--- config.mk ---
export PLATFORM = sky130hd
export DESIGN_NAME = cdc_sync_filt
export DESIGN_NICKNAME = d
export VERILOG_FILES = /design/src/rtl/cdc_sync_filt.sv
export SDC_FILE = /design/constraint.sdc
export NUM_CORES = 1
export LEC_CHECK = 0
export BUFFER_PORTS_ARGS = -buffer_cell sky130_fd_sc_hd__buf_4
export CAP_MARGIN = 10
export CORE_MARGIN = 1.5
export CORE_UTILIZATION = 57
export DETAILED_ROUTE_END_ITERATION = 12
export PLACE_DENSITY_LB_ADDON = 0.08
export SYNTH_ARGS = -nofsm -noshare
export SYNTH_HDL_FRONTEND = slang
export SYNTH_SLANG_ARGS = --single-unit
--- constraint.sdc ---
create_clock -name clk -period 1.72 [get_ports clk]
set_input_delay 0.258 -clock clk [delete_from_list [all_inputs] [get_ports clk]]
set_output_delay 0.258 -clock clk [all_outputs]
set_load 0.01 [all_outputs]
--- src/rtl/cdc_sync_filt.sv ---
// cdc_sync_filt
//   Multi-channel single-bit clock-domain-crossing synchronizer with a
//   stability (debounce) filter and registered edge pulses.
//
//   Each channel passes through an N-flop synchronizer. The synchronized
//   value must then differ from the accepted output for FILT consecutive
//   cycles before it is accepted onto dout. The acceptance edge also
//   produces a one-cycle rise or fall pulse.
//
// Parameters
//   CH   : number of independent channels
//   N    : synchronizer stages per channel (>= 2)
//   FILT : consecutive stable cycles required (>= 1, 1 = no filtering)
//   INIT : reset value of synchronizer stages and dout
//
// Ports
//   clk  : in  1   single clock, all state on posedge
//   rst  : in  1   synchronous reset, active-high
//   din  : in  CH  asynchronous level inputs
//   dout : out CH  filtered, synchronized levels (registered)
//   rise : out CH  one-cycle pulse when dout goes 0->1 (registered)
//   fall : out CH  one-cycle pulse when dout goes 1->0 (registered)
//
// Optional build macro
//   CDC_SYNC_META_EMU_EN : in simulation (SYNTHESIS undefined) the filter
//   input of each bit is picked at random every cycle from the last or the
//   second-to-last synchronizer stage, emulating one cycle of metastability
//   resolution uncertainty. Otherwise the last stage is always used.

module cdc_sync_filt #(
  parameter int            CH   = 4,
  parameter int            N    = 2,
  parameter int            FILT = 4,
  parameter logic [CH-1:0] INIT = {CH{1'b0}}
) (
  input  logic          clk,
  input  logic          rst,
  input  logic [CH-1:0] din,
  output logic [CH-1:0] dout,
  output logic [CH-1:0] rise,
  output logic [CH-1:0] fall
);

  localparam int            CW      = (FILT > 1) ? $clog2(FILT) : 1;
  localparam logic [CW-1:0] CNT_MAX = CW'(FILT - 1);

  if (N < 2 || FILT < 1) begin : g_bad_param
    $error("cdc_sync_filt: N must be >= 2 and FILT must be >= 1");
  end

  logic [CH-1:0] r_sync [N];
  logic [CH-1:0] w_sv;

  // Synchronizer chain: stage 0 captures the asynchronous input
  always_ff @(posedge clk) begin
    if (rst) begin
      for (int k = 0; k < N; k++) r_sync[k] <= INIT;
    end else begin
      r_sync[0] <= din;
      for (int k = 1; k < N; k++) r_sync[k] <= r_sync[k-1];
    end
  end

`ifdef CDC_SYNC_META_EMU_EN
`ifndef SYNTHESIS
  // Random per-bit selector, refreshed every cycle; 1 picks the earlier stage
  logic [CH-1:0] r_pick;

  always_ff @(posedge clk) begin
    r_pick <= CH'($urandom);
  end

  assign w_sv = (r_pick & r_sync[N-2]) | (~r_pick & r_sync[N-1]);
`else
  assign w_sv = r_sync[N-1];
`endif
`else
  assign w_sv = r_sync[N-1];
`endif

  // Stability filter and edge pulses, one independent instance per channel
  for (genvar i = 0; i < CH; i++) begin : g_ch
    logic          r_dout;
    logic          r_rise;
    logic          r_fall;
    logic [CW-1:0] r_cnt;

    always_ff @(posedge clk) begin
      if (rst) begin
        r_dout <= INIT[i];
        r_rise <= 1'b0;
        r_fall <= 1'b0;
        r_cnt  <= '0;
      end else begin
        r_rise <= 1'b0;
        r_fall <= 1'b0;
        if (w_sv[i] == r_dout) begin
          // Any agreement restarts the stability count
          r_cnt <= '0;
        end else if (r_cnt == CNT_MAX) begin
          r_dout <= w_sv[i];
          r_rise <= w_sv[i];
          r_fall <= ~w_sv[i];
          r_cnt  <= '0;
        end else begin
          r_cnt <= r_cnt + 1'b1;
        end
      end
    end

    assign dout[i] = r_dout;
    assign rise[i] = r_rise;
    assign fall[i] = r_fall;
  end

endmodule

### Word level (Yosys, flattened, before mapping)

Memories as Yosys holds them, arrays and structs flattened.
Cells that the tools add are included.

* register bits: 20
* bits in writable memories: 8
* word-level logic and storage cells: 60
* memories: 1

Memory list
* r_sync: words 2, width 4, rd ports 2, clocked after memory_dff 0, write ports 2, line 51 `logic [CH-1:0] r_sync [N];`

* add/subtract/negate cells: 4
* equal/unequal tests: 8
* muxes and demuxes: 5
* bitwise operators: 14
* reductions and logical operators: 12

Operators with widths (number)
* 3-bit OR reduction: 8
* 1-bit NOT: 12
* 2-bit by 1-bit adder with 2-bit output, second input constant: 4
* 2-bit == test, second input constant: 4
* 4-bit two-way mux: 2
* 2-bit AND reduction: 4
* 1-bit == test: 4
* 1-bit two-way mux: 3
* 1-bit OR: 2

### Longest topological paths before layout

* word-level depth: 3
* gate-level depth with buffers: 3

### Worst setup path after synthesis

No wires, ideal clock.

* path kind: register to register
* start point: register g_ch[2].r_cnt[0]
* end point: register g_ch[2].r_dout
* setup time: 0.114 ns
* arrival time: 0.837 ns
* required time: 1.606 ns
* setup slack: 0.768 ns
* cell stages (with the launch flop): 4
* clock period less this slack: 0.952 ns
* path through: dfxtp_1 ha_1 mux2i_1 nor2_1

* longest elaborated chain between the ends: 2

RTL lines
* start: declaration: line 86 `logic [CW-1:0] r_cnt;`
* start signal: assignment: line 106 `r_cnt <= r_cnt + 1'b1;`
* 2-bit == test: line 100 `end else if (r_cnt == CNT_MAX) begin`
* 2-bit AND reduction (no source line)
* end signal: assignment: line 90 `r_dout <= INIT[i];`
* end signal: assignment: line 101 `r_dout <= w_sv[i];`
* end: declaration: line 83 `logic r_dout;`

No other way between the ends.
A chain may end at the register's enable or synchronous reset.

### Worst setup path after layout

* start point: register g_ch[3].r_dout
* end point: output dout[3]

RTL lines
* start: declaration: line 83
* start signal: assignment: line 90
* start signal: assignment: line 101
* end: declaration: line 39 `output logic [CH-1:0] dout,`

No word-level cell between the ends.

==> metrics <==
run status finished clean; yosys warns 0; number of buffers created by CTS 3; maximum vdd drop 0.635 mV; area of the placeable core 1760 um2; sort of element at the end of the critical path output pin; ratio of total power to cell area 829 nW/um2; top area cells in the synthesized netlist sky130_fd_sc_hd__dfxtp_1, sky130_fd_sc_hd__and4bb_2, sky130_fd_sc_hd__buf_4; number of buffers and inverters on the critical path 1; synthesized area divided by synthesized cell count 13.3 um2; number of iterations in the first detailed-routing pass 1; CTS max path bufs 2; Resized Gates After CTS 0; hold wc startpoint din[0]; Lkg Pwr 0.000459 uW; most congested layer reported by global routing met2; delay-heaviest family, CP flip-flops; clock network power share 0.263; combinational group share of total power 0.040; crit share post-route 0.670; Remaining Overflow, GRT 0; origin of the worst setup path g_ch[3].r_dout$_SDFFE_PP0P_; area occupied by registers 561 um2; clock tree from TritonCTS done; final hold violation count 0; headroom to the max-slew limit 0.749; Fin Setup TNS 0 ns; Data arrival, critical path 0.89 ns; net switching power 194 uW; final critical-path required period 1.15 ns; Internal Pwr Total 763 uW; startpoint kind of the worst setup timing path register; clock root buffer sky130_fd_sc_hd__clkbuf_4; proportion of synthesized chip area in sequential cells 0.509; CTS Hold Buffers Added 0; H-tree depth reported by CTS 1; global-route met1 utilization 0.175; count of non-filler cells in the finished layout 113; count of mapped cells out of synthesis 83; IO Pins 18; # setup viols final 0; Worst-Skew Late Latency 0.31 ns; met2 track demand over resource in global routing 0.225; Critical-path top delay cell sky130_fd_sc_hd__dfxtp_1; setup repair bufs after CTS 0; Final GP Congestion 0.669; Rows 15; proportion of layout cells with a drive suffix above 1 0.409; wire length of the first global-routing pass 2150 um; multi-input gate area in the final layout 413 um2; clock-pin slew on the worst setup and hold paths 0.13 ns; Reg2Reg Launch Point g_ch[2].r_cnt[0]$_SDFF_PP0_; placed cell areas 1130 um2; cell count after placement 110; crit-path max cell delay 0.43 ns; sequential power share 0.697; distinct cell type count after synthesis 14; commonest cells after routing, fill and taps aside sky130_fd_sc_hd__dfxtp_1, sky130_fd_sc_hd__buf_4, sky130_fd_sc_hd__and4bb_2, sky130_fd_sc_hd__nor2b_1; number of synthesized register bits 28; WS Path Type reg -> out; Post-route DRC 0; unrepaired setup endpoints after global routing false; Antenna Diode Count 0; Max-cap violations 0; Worst Hold Class in -> reg; cell-by-cell listing of the critical path buf_4; net count of the finished layout 100; die height 47.0 um; horizontal die dimension 47.0 um; vias in the first global route 529; slew of the pin with the lowest slew margin 0.373 ns; Antenna Nets Post-Route 0; count of buffers from port buffering 17; post-route standard cell area excluding fillers 1150 um2; initial antenna violation count 0; total standard cell area after synthesis 1100 um2; area share of the largest cell type after synthesis 0.509; synthesis-to-finish area growth 4.89%; Syn Nets 93; routed wire length per instance 11.4 um; pin count of the biggest net entering global routing 29; violation count after the first detailed-routing iteration 0; largest driver fanout on the critical path 5; Starting Density 0.624; cell type with the largest total area after synthesis sky130_fd_sc_hd__dfxtp_1; detailed-route wire length 1290 um; met3 capacity usage during global routing 0.0231; switching power share of the total 0.203; count of final max-slew check failures 0; Req. time, crit path 1.46 ns; vias per inst 4.97; half-perimeter wire length after detailed placement 877 um; Fmax achieved 868 MHz; filler cell count 155; Die ar. 2200 um2; GRT Util Overall 0.142; final clock skew 0.00413 ns; Clock Sink Count 28; most common cell after layout, fill and taps aside sky130_fd_sc_hd__dfxtp_1; overall via count from detail_route 562
## metal layers
| metal | share of wire | wire [um] |
|---|---|---|
| met2 | 0.48 | 621 |
| met1 | 0.47 | 612 |
| met5 | 0 | 0 |
| met4 | 0.0078 | 10 |
| met3 | 0.035 | 45 |
## metrics by stage
step / total power (uW) / util / hold WS [ns] / setup slack, ns
after floorplan: 715 / - / 0.383 / 0.768
after global routing: 997 / 0.655 / 0.128 / 0.507
after global placement: 719 / 0.642 / 0.424 / 0.733
after detailed placement: 721 / 0.642 / 0.432 / 0.668
after CTS: 972 / 0.655 / 0.132 / 0.558
final: 957 / 0.655 / 0.143 / 0.568
## synth_stat cells
cell / instances
sky130_fd_sc_hd__dfxtp_1: 28
sky130_fd_sc_hd__buf_4: 12
sky130_fd_sc_hd__and4bb_2: 8
sky130_fd_sc_hd__nor2b_1: 5
sky130_fd_sc_hd__ha_1: 4
sky130_fd_sc_hd__mux2i_1: 4
sky130_fd_sc_hd__nor2_1: 4
sky130_fd_sc_hd__nor4_2: 4
sky130_fd_sc_hd__xnor2_1: 4
sky130_fd_sc_hd__and2b_1: 3
sky130_fd_sc_hd__nor4b_2: 3
sky130_fd_sc_hd__buf_6: 2
sky130_fd_sc_hd__buf_8: 1
sky130_fd_sc_hd__nor4b_4: 1
## sequential cells by signal, indices dropped and copies added (netlist names)
name and flops:
g_ch.r_cnt 8, r_sync 8, g_ch.r_dout 4, g_ch.r_fall 4, g_ch.r_rise 4
## area by class of cell
class | instances | area share
clock buffers | 3 | 0.0195
repair buffers | 17 | 0.111
multi-input cells | 40 | 0.358
well taps | 25 | 0.0271
flip-flops and latches | 28 | 0.485
## power by group through the flow
stage | combinational (uW) | clock (uW) | sequential [uW]
final | 38.5 | 252 | 667
after global routing | 43.0 | 285 | 669
after CTS | 39.3 | 266 | 667
after detailed placement | 39.2 | 0 | 681
after global placement | 38.3 | 0 | 681
after floorplan | 35.4 | 0 | 680
## logic make-up (layout without fill, tap and decap cells)
group	count (synthesis)	after routing	synth area share
fa+ha+maj	4	4	0.0455
buf+inv	15	20	0.116
xor+xnor	4	4	0.0318
flops	28	28	0.509
simple gates	28	28	0.261
mux	4	4	0.0364
## final timing paths
| path | endpoint | slack (ns) | cells after the start |
|---|---|---|---|
| worst max-delay path | dout[3] | 0.57 | 1 |
| worst min-delay path | r_sync[0][0]$_SDFF_PP0_ | 0.14 | 2 |
| worst max register to register | g_ch[2].r_dout$_SDFFE_PP0P_ | 0.63 | 3 |
| worst min register to register | r_sync[0][4]$_SDFF_PP0_ | 0.46 | 1 |
Note: power is estimated with default switching activity, not from simulation.
